## src/rtl/t5_pkg.sv

```systemverilog
// Shared opcode, size and state definitions for the T5 data-bus front end.
package t5_pkg;

  localparam logic [4:0] OPC_LOAD  = 5'h00;
  localparam logic [4:0] OPC_STORE = 5'h08;

  localparam logic [1:0] SZ_B = 2'b00;
  localparam logic [1:0] SZ_H = 2'b01;
  localparam logic [1:0] SZ_W = 2'b10;
  localparam logic [1:0] SZ_R = 2'b11;

  typedef enum logic {
    ST_IDLE = 1'b0,
    ST_BUSY = 1'b1
  } state_t;

endpackage

```

## src/rtl/t5_dsel.sv

```systemverilog
// Lane decoder: byte-lane select, replicated store data and misalign flag
// derived from access size and the low address bits.
module t5_dsel
  import t5_pkg::*;
(
  input  logic [1:0]  size_i,
  input  logic [1:0]  adr_i,
  input  logic [31:0] dat_i,
  output logic [3:0]  sel_o,
  output logic [31:0] dto_o,
  output logic        mis_o
);

  always_comb begin
    sel_o = 4'h0;
    dto_o = dat_i;
    mis_o = 1'b0;
    case (size_i)
      SZ_B: begin
        sel_o = 4'b0001 << adr_i;
        dto_o = {4{dat_i[7:0]}};
      end
      SZ_H: begin
        // adr_i[0] is ignored for lane choice; it only raises the flag
        sel_o = adr_i[1] ? 4'hC : 4'h3;
        dto_o = {2{dat_i[15:0]}};
        mis_o = adr_i[0];
      end
      SZ_W: begin
        sel_o = 4'hF;
        mis_o = |adr_i;
      end
      default: ;
    endcase
  end

endmodule

```

## src/rtl/t5_front_dwb.sv

```systemverilog
// X-stage data-bus front end: two-state bus FSM with registered strobe outputs.
// Optional misalign trap enabled by defining T5_MISALIGN_TRAP_EN (adds port dmis).
module t5_front_dwb
  import t5_pkg::*;
#(
  parameter int XLEN = 32
) (
  input  logic            sclk,
  input  logic            srst_n,
  input  logic [4:0]      xopc,
  input  logic [2:0]      xfn3,
  input  logic [XLEN-1:0] xadr,
  input  logic [XLEN-1:0] xdat,
  input  logic            dwb_ack,
  output logic [XLEN-1:0] dwb_adr,
  output logic [XLEN-1:0] dwb_dto,
  output logic [3:0]      dwb_sel,
  output logic            dwb_wre,
  output logic            dwb_stb,
  output logic [3:0]      xsel,
  output logic            dstall
`ifdef T5_MISALIGN_TRAP_EN
  ,
  output logic            dmis
`endif
);

  state_t state_q, state_d;

  logic [XLEN-1:0] adr_q, dto_q;
  logic [3:0]      sel_q, xsel_q;
  logic            wre_q, stb_q;

  logic [1:0]      size;
  logic            is_mem, req, issue, busy;
  logic [3:0]      sel_c;
  logic [31:0]     dto_c;
  logic            mis_c;
  logic            unused_fn3;

  assign size       = xfn3[1:0];
  assign unused_fn3 = xfn3[2];
  assign is_mem     = ((xopc == OPC_LOAD) || (xopc == OPC_STORE)) && (size != SZ_R);
  assign req        = is_mem && !dstall;

  t5_dsel u_dsel (
    .size_i (size),
    .adr_i  (xadr[1:0]),
    .dat_i  (xdat[31:0]),
    .sel_o  (sel_c),
    .dto_o  (dto_c),
    .mis_o  (mis_c)
  );

`ifdef T5_MISALIGN_TRAP_EN
  logic dmis_q;

  // A trapped request never reaches the bus; it only produces the dmis pulse.
  assign issue = req && !mis_c;
  assign dmis  = dmis_q;

  always_ff @(posedge sclk or negedge srst_n) begin
    if (!srst_n) dmis_q <= 1'b0;
    else         dmis_q <= req && mis_c;
  end
`else
  logic unused_mis;

  assign issue      = req;
  assign unused_mis = mis_c;
`endif

  always_ff @(posedge sclk or negedge srst_n) begin
    if (!srst_n) state_q <= ST_IDLE;
    else         state_q <= state_d;
  end

  always_comb begin
    state_d = state_q;
    if (issue)                 state_d = ST_BUSY;
    else if (busy && dwb_ack)  state_d = ST_IDLE;
  end

  always_comb begin
    busy   = (state_q == ST_BUSY);
    dstall = busy && !dwb_ack;
  end

  // Bus outputs only change on issue or on completion; a stall holds them.
  always_ff @(posedge sclk or negedge srst_n) begin
    if (!srst_n) begin
      adr_q  <= '0;
      dto_q  <= '0;
      sel_q  <= 4'h0;
      xsel_q <= 4'h0;
      wre_q  <= 1'b0;
      stb_q  <= 1'b0;
    end else if (issue) begin
      adr_q  <= {xadr[XLEN-1:2], 2'b00};
      dto_q  <= dto_c;
      sel_q  <= sel_c;
      wre_q  <= (xopc == OPC_STORE);
      stb_q  <= 1'b1;
      if (xopc == OPC_LOAD) xsel_q <= sel_c;
    end else if (busy && dwb_ack) begin
      stb_q  <= 1'b0;
    end
  end

  assign dwb_adr = adr_q;
  assign dwb_dto = dto_q;
  assign dwb_sel = sel_q;
  assign dwb_wre = wre_q;
  assign dwb_stb = stb_q;
  assign xsel    = xsel_q;

endmodule

```

## config.mk

```make
export PLATFORM = sky130hd
export DESIGN_NAME = t5_front_dwb
export DESIGN_NICKNAME = d
export VERILOG_FILES = /design/src/rtl/t5_pkg.sv /design/src/rtl/t5_dsel.sv /design/src/rtl/t5_front_dwb.sv
export SDC_FILE = /design/constraint.sdc
export NUM_CORES = 1
export LEC_CHECK = 0
export BUFFER_PORTS_ARGS = -buffer_cell sky130_fd_sc_hd__buf_2
export CAP_MARGIN = 20
export CORE_UTILIZATION = 46
export DETAILED_ROUTE_END_ITERATION = 6
export PLACE_DENSITY_LB_ADDON = 0.2
export SLEW_MARGIN = 10
export SYNTH_ARGS = -nofsm -noshare
export SYNTH_HDL_FRONTEND = slang
export SYNTH_SLANG_ARGS = --single-unit
```

## constraint.sdc

```tcl
create_clock -name sclk -period 2.6 [get_ports sclk]
set_input_delay 0 -clock sclk [delete_from_list [all_inputs] [get_ports sclk]]
set_output_delay 0 -clock sclk [all_outputs]
set_load 0.01 [all_outputs]
```

* Word-level counts from Yosys, hierarchy flattened
Index checks and enable logic that the tools add are counted.
** Storage, ports and cells
- Bits of input ports :: 75
- Logic and storage cells :: 27
- Register bits after elaboration :: 72
- Output and inout bits :: 75
** Operators by class
- Reductions and logical operators :: 11
- Equal/unequal tests :: 4
- Muxes and demuxes :: 5
- Shift-type cells :: 1
** Operators by type and width (count)
- $pmux W32 S2 :: 1
- $pmux W4 S3 :: 1
- $eq A5 B4 Y1 const B :: 1
- $logic_not A5 Y1 :: 1
- $logic_and A1 B1 Y1 :: 4
- $mux W4 :: 1
- $shl A1 B2 Y4 const A :: 1
- $eq A2 B1 Y1 const B :: 1
- $eq A2 B2 Y1 const B :: 1
- $logic_not A1 Y1 :: 2
- $logic_not A2 Y1 :: 1
- $mux W1 :: 2
- $ne A2 B2 Y1 const B :: 1
- $reduce_and A2 Y1 :: 1
- $reduce_bool A2 Y1 :: 1
- $logic_or A1 B1 Y1 :: 1

* Logic depth before layout (Yosys ltp)
Gate-level depths: netlist of the first run.
- Depth after elaboration :: 5
- Depth in mapped cells :: 7

* By module
A second synthesis of the first run with hierarchy kept.
** Unflattened totals
- Cell total of the unflattened synthesis :: 264
- Area, all modules :: 3524.6 µm²
** Modules (own cells, without submodules)
- t5_front_dwb :: sequential area each 1801.7 µm², area each 2840.2 µm², instances 1, cells each 160
- t5_dsel :: sequential area each 0.0 µm², area each 684.4 µm², instances 1, cells each 104

* Least setup slack after synthesis of the first run
No wires, ideal clock.
- Path type :: register to register
- From :: register state_q, in the netlist busy
- To :: register dto_q[10], in the netlist dwb_dto[10]
- Data required time :: 2.473 ns
- Path slack :: 0.688 ns
- Library setup time :: 0.127 ns
- Data arrival time :: 1.784 ns
- Stages on the path, launching flop included :: 8
- Period minus slack after synthesis :: 1.912 ns
- Buffers on the path :: 4
- Cell sequence :: dfrtp_1 > nor2b_1 > clkbuf_1 > or3_1 > buf_2 > buf_6 > buf_6 > mux2_1
** On the way
- Word-level cells in the longest chain between the ends :: 3
** RTL lines
- from (decl) :: RTL line t5_front_dwb.sv:28 : state_t state_q, state_d;
- from (signal assigned) :: RTL line t5_front_dwb.sv:75 : else state_q <= state_d;
- $logic_and A1 B1 Y1 :: RTL line t5_front_dwb.sv:86 : dstall = busy && !dwb_ack;
- via dstall :: RTL line t5_front_dwb.sv:21 : output logic dstall
- $logic_not A1 Y1 :: RTL line t5_front_dwb.sv:44 : assign req = is_mem && !dstall;
- $logic_and A1 B1 Y1 :: RTL line t5_front_dwb.sv:44
- to (signal assigned) :: RTL line t5_front_dwb.sv:100 : dto_q <= dto_c;
- to (decl) :: RTL line t5_front_dwb.sv:30 : logic [XLEN-1:0] adr_q, dto_q;
The timed path passes the listed nets, and every way through them passes these cells.
A chain may end at the register's enable or synchronous reset.

* Worst setup path in the final report of the first run
- From :: register state_q, in the netlist busy
- To :: register dto_q[11], in the netlist dwb_dto[11]
** On the way
- Word-level cells in the longest chain between the ends :: 3
** RTL lines (RTL line)
- $logic_and A1 B1 Y1 :: t5_front_dwb.sv:86
- $logic_not A1 Y1 :: t5_front_dwb.sv:44
- $logic_and A1 B1 Y1 :: t5_front_dwb.sv:44
Every way passes these cells.

==> impl_metrics.py, run 1 <==
metrics = {
    "clock_tree": {
        "clk_pin_slew_ns": 0.07,
        "cts_setup_buffers": 0,
        "ctsResizeCount": 0,
        "root_buffer": "clkbuf_8",
        "clk_latency_ns": 0.34,
        "cts_max_level": 3,
        "cts-buffers-inserted": 9,
        "cts_buffer_depth": 2,
        "numClockSinks": 72,
        "hold_buffers": 47,
        "cts_tree": "built",
    },
    "global_route": {
        "grt_use_total_pct": 22.5,
        "grt_pass1_vias": 2575,
        "antenna_found_initial": 0,
        "grt_pass1_wl_um": 12300,
        "overflow": 0,
        "grt_max_degree": 73,
    },
    "placement": {
        "numPortBuffers": 146,
        "dp_hpwl_um": 4520,
        "preCtsSetupSlack_ns": 0.590,
        "globalplace.congestion": 0.738,
    },
    "floorplanning": {
        "start_util_pct": 48.5,
        "fp.dieH_um": 84.5,
        "dieArea_mm2": 0.00715,
        "ios": 150,
        "core-area_mm2": 0.00646,
        "dieWidth_um": 84.5,
        "placement_rows": 29,
    },
    "power": {
        "finalPower_mw": 3.41,
        "p_leak_nw": 2.30,
        "ir_drop_mv": 0.542,
        "powerDensity_mw_per_mm2": 741,
    },
    "drt": {
        "wl_per_cell_um": 15.1,
        "dr.pass1.iters": 6,
        "finalWirelength_um": 7450,
        "drtAntennaViolNets": 0,
        "vias": 2449,
        "drc": 10,
        "drt_iter0_markers": 80,
        "routed_via_density": 4.96,
    },
    "critical_path": {
        "critical_path.max_stage_delay_ns": 0.53,
        "required_ns": 2.83,
        "crit_type": "register to register",
        "crit_chain": "nor2b_1, or3_2, buf_12, mux2_1",
        "setup.worst_path.end_class": "register",
        "arrival_ns": 2.10,
        "slowest_stage": "or3_2",
        "crit_fanout": 69,
        "crit_path_start_kind": "register",
    },
    "worst_hold_path": {
        "hold_class": "input pin to register",
    },
    "sta": {
        "fmax_mhz": 534,
        "fin_setup_tns_ns": 0,
        "whs_ns": 0.00829,
        "rsz0062_at_grt": "no",
        "final-hold-violation-count": 0,
        "worst_slack_ns": 0.727,
        "tightestPinTransition_ns": 0.892,
        "finClkSkew_ns": 0.00560,
        "setup_violations": 0,
        "slew_viol_final": 0,
        "min_period_ns": 1.87,
        "relSlewSlack_pct": 40.5,
        "min_period_over_period_pct": 72.0,
    },
    "yosys": {
        "ys_ff_latch": 72,
        "synth_top_area_share_pct": 57.5,
        "yosys_warnings": 0,
        "synthTopCellsByArea": "dfrtp_1 57%, mux2_2 29%, mux2i_1 2.6%, o21ai_0 1.4%, clkbuf_1 1.2%",
        "synth-edff-count": 0,
        "synth_cells": 221,
        "avgSynthCellArea_um2": 14.2,
        "synthArstFlopShare_pct": 100,
        "synth_commonest_cells": "81 x mux2_2, 72 x dfrtp_1, 10 x clkbuf_1",
        "synth_top_cell_by_area": "dfrtp_1",
        "ys_seq_area_share_pct": 57.5,
        "yosysMostFrequentCell": "mux2_2",
        "synth_flop_cell": "dfrtp_1",
        "yosysUniqueCellTypes": 24,
        "syn_area_mm2": 0.00313,
    },
    "cells_and_area": {
        "syn_to_final_growth_pct": 47.0,
        "fin_nets": 487,
        "diodes": 0,
        "drive_gt1_share_pct": 59.0,
        "fillCellCount": 486,
    },
    "run_status": {
        "failed_checks": "design-rule violations",
        "status": "finished with violations",
    },
    "flow_run": {
        "drv_cap": 0,
    },
}
layout make-up:
| cell class | instances | area, um2 | area share (%) |
|---|---|---|---|
| clock inverter | 5 | 80.1 | 1.74 |
| tap | 77 | 96.3 | 2.09 |
| inverter | 2 | 7.51 | 0.163 |
| clock buffer | 11 | 141 | 3.07 |
| sequential | 72 | 1800 | 39.1 |
| timing repair buffer | 196 | 1240 | 26.9 |
| multi-input combinational | 131 | 1240 | 26.9 |
cells by family after synthesis:
family	Yosys count	synth area share, %
AO/OA/AOI/OAI	23	4.63
buffers and inverters	19	3.07
flip-flops	72	57.5
multiplexers	91	32.4
other	1	0.120
AND/OR/NAND/NOR	15	2.32
worst paths after layout:
path	depth (start not counted)	endpoint	slack, ns	startpoint
worst max-delay path	4	dwb_dto[11]	0.73	busy
worst min-delay path	4	dwb_dto[26]	0.008	xdat[26]
worst max register to register	4	dwb_dto[11]	0.73	busy
worst min register to register	2	dwb_sel[0]	0.49	dwb_sel[0]
max in group asynchronous	2	dwb_adr[24]	1.68	srst_n
min in group asynchronous	2	dwb_dto[3]	0.31	srst_n
registers in the layout (all words and copies together), names as in the netlist:
signal,flops
dwb_dto,32
dwb_adr,30
dwb_sel,4
xsel,4
busy,1
dwb_wre,1
report_power, final:
group	internal, mW	switching (mW)
Sequential	1.39	0.126
Clock	0.565	0.404
Combinational	0.501	0.422
routing by layer:
layer | vias to the layer above | routed length, um | track usage (%)
li1 | 1167 | - | -
met1 | 1163 | 3160 | 26.9
met2 | 103 | 3530 | 37.3
met3 | 16 | 564 | 7.28
met4 | 0 | 188 | 9.86
met5 | - | 0 | 0
layout by cell type, fill, tap and decap left out, types with 3 or more instances in the layout:
master           n
o21ai_0          9
dfrtp_1         72
nand2_1          8
clkbuf_8        10
buf_4            3
o41ai_1          4
mux2i_1          8
dlygate4sd3_1   47
mux2_2          81
buf_2          145
o31ai_1          4
a21oi_1          4
per-stage QoR:
step | instances | area (um2) | util [%]
after floorplan | 222 | 3140 | -
after global placement | 431 | 3920 | 60.6
after detailed placement | 431 | 3920 | 60.6
after CTS | 494 | 4610 | 71.3
after global routing | 494 | 4610 | 71.3
final | 494 | 4610 | 71.3
worst max-delay path, delay by kind of cell (launching register included):
| kind | cells | cell delay [ns] |
|---|---|---|
| AND/OR/NAND/NOR | 2 | 0.74 |
| flip-flops | 1 | 0.37 |
| multiplexers | 1 | 0.37 |
| buffers and inverters | 1 | 0.20 |
Note: power is estimated with default switching activity, not from simulation.
==> run 2, diff against run 1 <==
--- a/config.mk
+++ b/config.mk
@@ -5,6 +5,7 @@
 export SDC_FILE = /design/constraint.sdc
 export NUM_CORES = 1
 export LEC_CHECK = 0
+export ABC_AREA = 1
 export BUFFER_PORTS_ARGS = -buffer_cell sky130_fd_sc_hd__buf_2
 export CAP_MARGIN = 20
 export CORE_UTILIZATION = 46
==> constraint.sdc (replaced) <==
create_clock -name sclk -period 1.85 [get_ports sclk]
set_input_delay 0 -clock sclk [delete_from_list [all_inputs] [get_ports sclk]]
set_output_delay 0 -clock sclk [all_outputs]
set_load 0.01 [all_outputs]
==> run 2 against run 1 <==
The run still ends with design-rule violations left. Largest power group unchanged. Combinational power up 28%. Highest routed layer unchanged. Final area up 2.1%. Clock power up 38%. Critical endpoint is now dwb_dto[31].
==> impl_metrics.py, run 2 <==
metrics = {
    "sta": {
        "finClkSkew_ns": 0.00834,
        "setup_violations": 0,
        "fmax_mhz": 724,
        "tightestPinTransition_ns": 0.564,
        "relSlewSlack_pct": 62.2,
        "slew_viol_final": 0,
        "worst_slack_ns": 0.469,
        "fin_setup_tns_ns": 0,
        "final-hold-violation-count": 0,
        "rsz0062_at_grt": "no",
        "min_period_over_period_pct": 74.6,
        "min_period_ns": 1.38,
    },
    "critical_path": {
        "setup.worst_path.end_class": "register",
        "crit_type": "input pin to register",
        "crit_fanout": 15,
        "required_ns": 2.12,
        "arrival_ns": 1.65,
        "crit_path_start_kind": "input pin",
    },
    "power": {
        "finalPower_mw": 4.60,
        "comb_power_share_pct": 25.6,
        "internal_power_mw": 3.24,
        "p_leak_nw": 2.75,
        "seqPwrFrac_pct": 45.4,
        "ir_drop_mv": 0.716,
        "powerDensity_mw_per_mm2": 979,
        "switching_power_mw": 1.36,
        "switching_share_pct": 29.6,
        "clkPwrFrac_pct": 29.0,
    },
    "floorplanning": {
        "dieWidth_um": 84.9,
        "core-area_mm2": 0.00649,
        "fp.dieH_um": 84.9,
        "dieArea_mm2": 0.00720,
        "ios": 150,
        "start_util_pct": 48.6,
        "placement_rows": 29,
    },
    "yosys": {
        "syn_area_mm2": 0.00316,
        "yosys_warnings": 0,
        "synth_cells": 402,
        "yosysMostFrequentCell": "nand2_1",
        "synth_top_area_share_pct": 57.1,
        "yosysUniqueCellTypes": 13,
        "synth_compound_area_share_pct": 4.44,
        "synthMuxAreaShare_pct": 0,
        "synth-edff-count": 0,
        "ys_seq_area_share_pct": 57.1,
        "ys_ff_latch": 72,
        "avgSynthCellArea_um2": 7.86,
        "synthArstFlopShare_pct": 100,
        "synth_flop_cell": "dfrtp_1",
        "synth_commonest_cells": "237 x nand2_1, 72 x dfrtp_1, 28 x o21ai_0",
        "synth_fa_ha_area_share_pct": 0,
        "yosys.area_share.simple_pct": 32.7,
        "synthTopCellsByArea": "dfrtp_1 57%, nand2_1 28%, o21ai_0 4.4%, nand3_1 2.2%, buf_4 2.1%",
        "synthXorXnorAreaFrac_pct": 0,
        "synth_top_cell_by_area": "dfrtp_1",
        "synth_top_family_by_area": "simple AND/OR/NAND/NOR gates",
    },
    "cells_and_area": {
        "syn_to_final_growth_pct": 48.9,
        "fillCellCount": 515,
        "final_cell_mix": "237 x nand2_1, 145 x buf_2, 72 x dfrtp_1",
        "largest_reg_flops": 32,
        "mostFrequentLayoutCell": "nand2_1",
        "diodes": 0,
        "design_area_mm2": 0.00470,
        "drive_gt1_share_pct": 27.9,
        "fin_nets": 675,
    },
    "global_route": {
        "grt_pass1_wl_um": 14300,
        "antenna_found_initial": 0,
        "overflow": 0,
        "grt_pass1_vias": 3139,
        "grt_use_total_pct": 25.3,
        "grt_max_degree": 51,
    },
    "placement": {
        "preCtsSetupSlack_ns": 0.587,
        "dp_hpwl_um": 5610,
        "globalplace.congestion": 0.785,
        "place_area_mm2": 0.00394,
        "numPortBuffers": 146,
    },
    "clock_tree": {
        "ctsResizeCount": 0,
        "hold_buffers": 54,
        "cts-buffers-inserted": 9,
        "clk_pin_slew_ns": 0.08,
        "numClockSinks": 72,
        "clk_latency_ns": 0.33,
        "cts_tree": "built",
        "cts_setup_buffers": 0,
        "cts_buffer_depth": 2,
        "root_buffer": "clkbuf_8",
        "cts_max_level": 3,
    },
    "run_status": {
        "status": "finished with violations",
        "failed_checks": "design-rule violations",
    },
    "drt": {
        "drt_iter0_markers": 146,
        "vias": 3223,
        "wl_per_cell_um": 12.7,
        "finalWirelength_um": 8650,
        "routed_via_density": 4.73,
        "drtAntennaViolNets": 0,
        "dr.pass1.iters": 7,
        "drc": 11,
    },
    "worst_hold_path": {
        "hold_class": "input pin to register",
    },
    "flow_run": {
        "drv_cap": 0,
    },
}
## run 2: cell types whose count changed in the layout (fill, tap and decap cells not counted), sizes merged, moves of 12 or more
| cell | previous run | this run |
|---|---|---|
| o21ai | 9 | 28 |
| nand3 | 0 | 14 |
| mux2 | 83 | 0 |
| nor2 | 1 | 13 |
| nand2 | 8 | 238 |
| inv | 2 | 15 |
## run 2: path summary, 6_finish.rpt
check | slack (ns) | to | depth (start not counted) | start
worst max-delay path | 0.47 | dwb_dto[31] | 8 | xfn3[0]
worst min-delay path | 0.002 | dwb_dto[28] | 5 | xdat[28]
worst max register to register | 0.57 | dwb_adr[18] | 6 | busy
worst min register to register | 0.47 | dwb_adr[14] | 2 | dwb_adr[14]
max in group asynchronous | 1.15 | xsel[0] | 3 | srst_n
min in group asynchronous | 0.14 | dwb_adr[16] | 2 | srst_n
## run 2: metal layers
layer  up-vias  track usage (%)  wire [um]
met5         -                0          0
met4         0             8.47        160
met3        16             6.52        687
met2       141             44.3       4190
met1      1438             30.4       3610
li1       1628                -          -
## run 2: critical path: stages
cell	delay, ns
buf_2	0.23
inv_1	0.09
nor2_1	0.45
nand2_1	0.10
nand3_1	0.08
dlygate4sd3_1	0.55
nand2_1	0.06
nand2_1	0.09
## run 2: metrics by stage
| step | instances | util (%) | hold WS (ns) |
|---|---|---|---|
| 5_1_grt | 682 | 72.4 | 0.0176 |
| 6_report | 682 | 72.4 | 0.00205 |
| 2_1_floorplan | 403 | - | -0.296 |
| 3_3_place_gp | 611 | 60.6 | -0.0564 |
| 4_1_cts | 681 | 72.2 | 0.0000419 |
| 3_5_place_dp | 611 | 60.6 | -0.0503 |
## run 2: logic make-up (layout without fill, tap and decap cells)
| logic type | count (synthesis) | after routing |
|---|---|---|
| and+or+nand+nor | 265 | 265 |
| DFF | 72 | 72 |
| buffers and inverters | 36 | 238 |
| AOI/OAI and AO/OA | 28 | 28 |
| other | 1 | 2 |
## run 2: power groups by stage
stage	Sequential [mW]	Combinational, mW	Clock [mW]
after floorplan	2.29	0.348	0
after global placement	2.10	1.07	0
after detailed placement	2.11	1.09	0
after CTS	2.08	1.17	1.36
after global routing	2.13	1.32	1.43
final	2.09	1.18	1.34
## run 2: area by class of cell
type                    instances  area [um2]  share of cell area, %
clock buffers                  13         149                   3.17
clock inverters                 3        65.1                   1.38
inverters                      15        56.3                   1.20
multi-input cells             295        1180                   25.1
flip-flops and latches         72        1800                   38.3
well taps                      77        96.3                   2.05
repair buffers                207        1350                   28.8
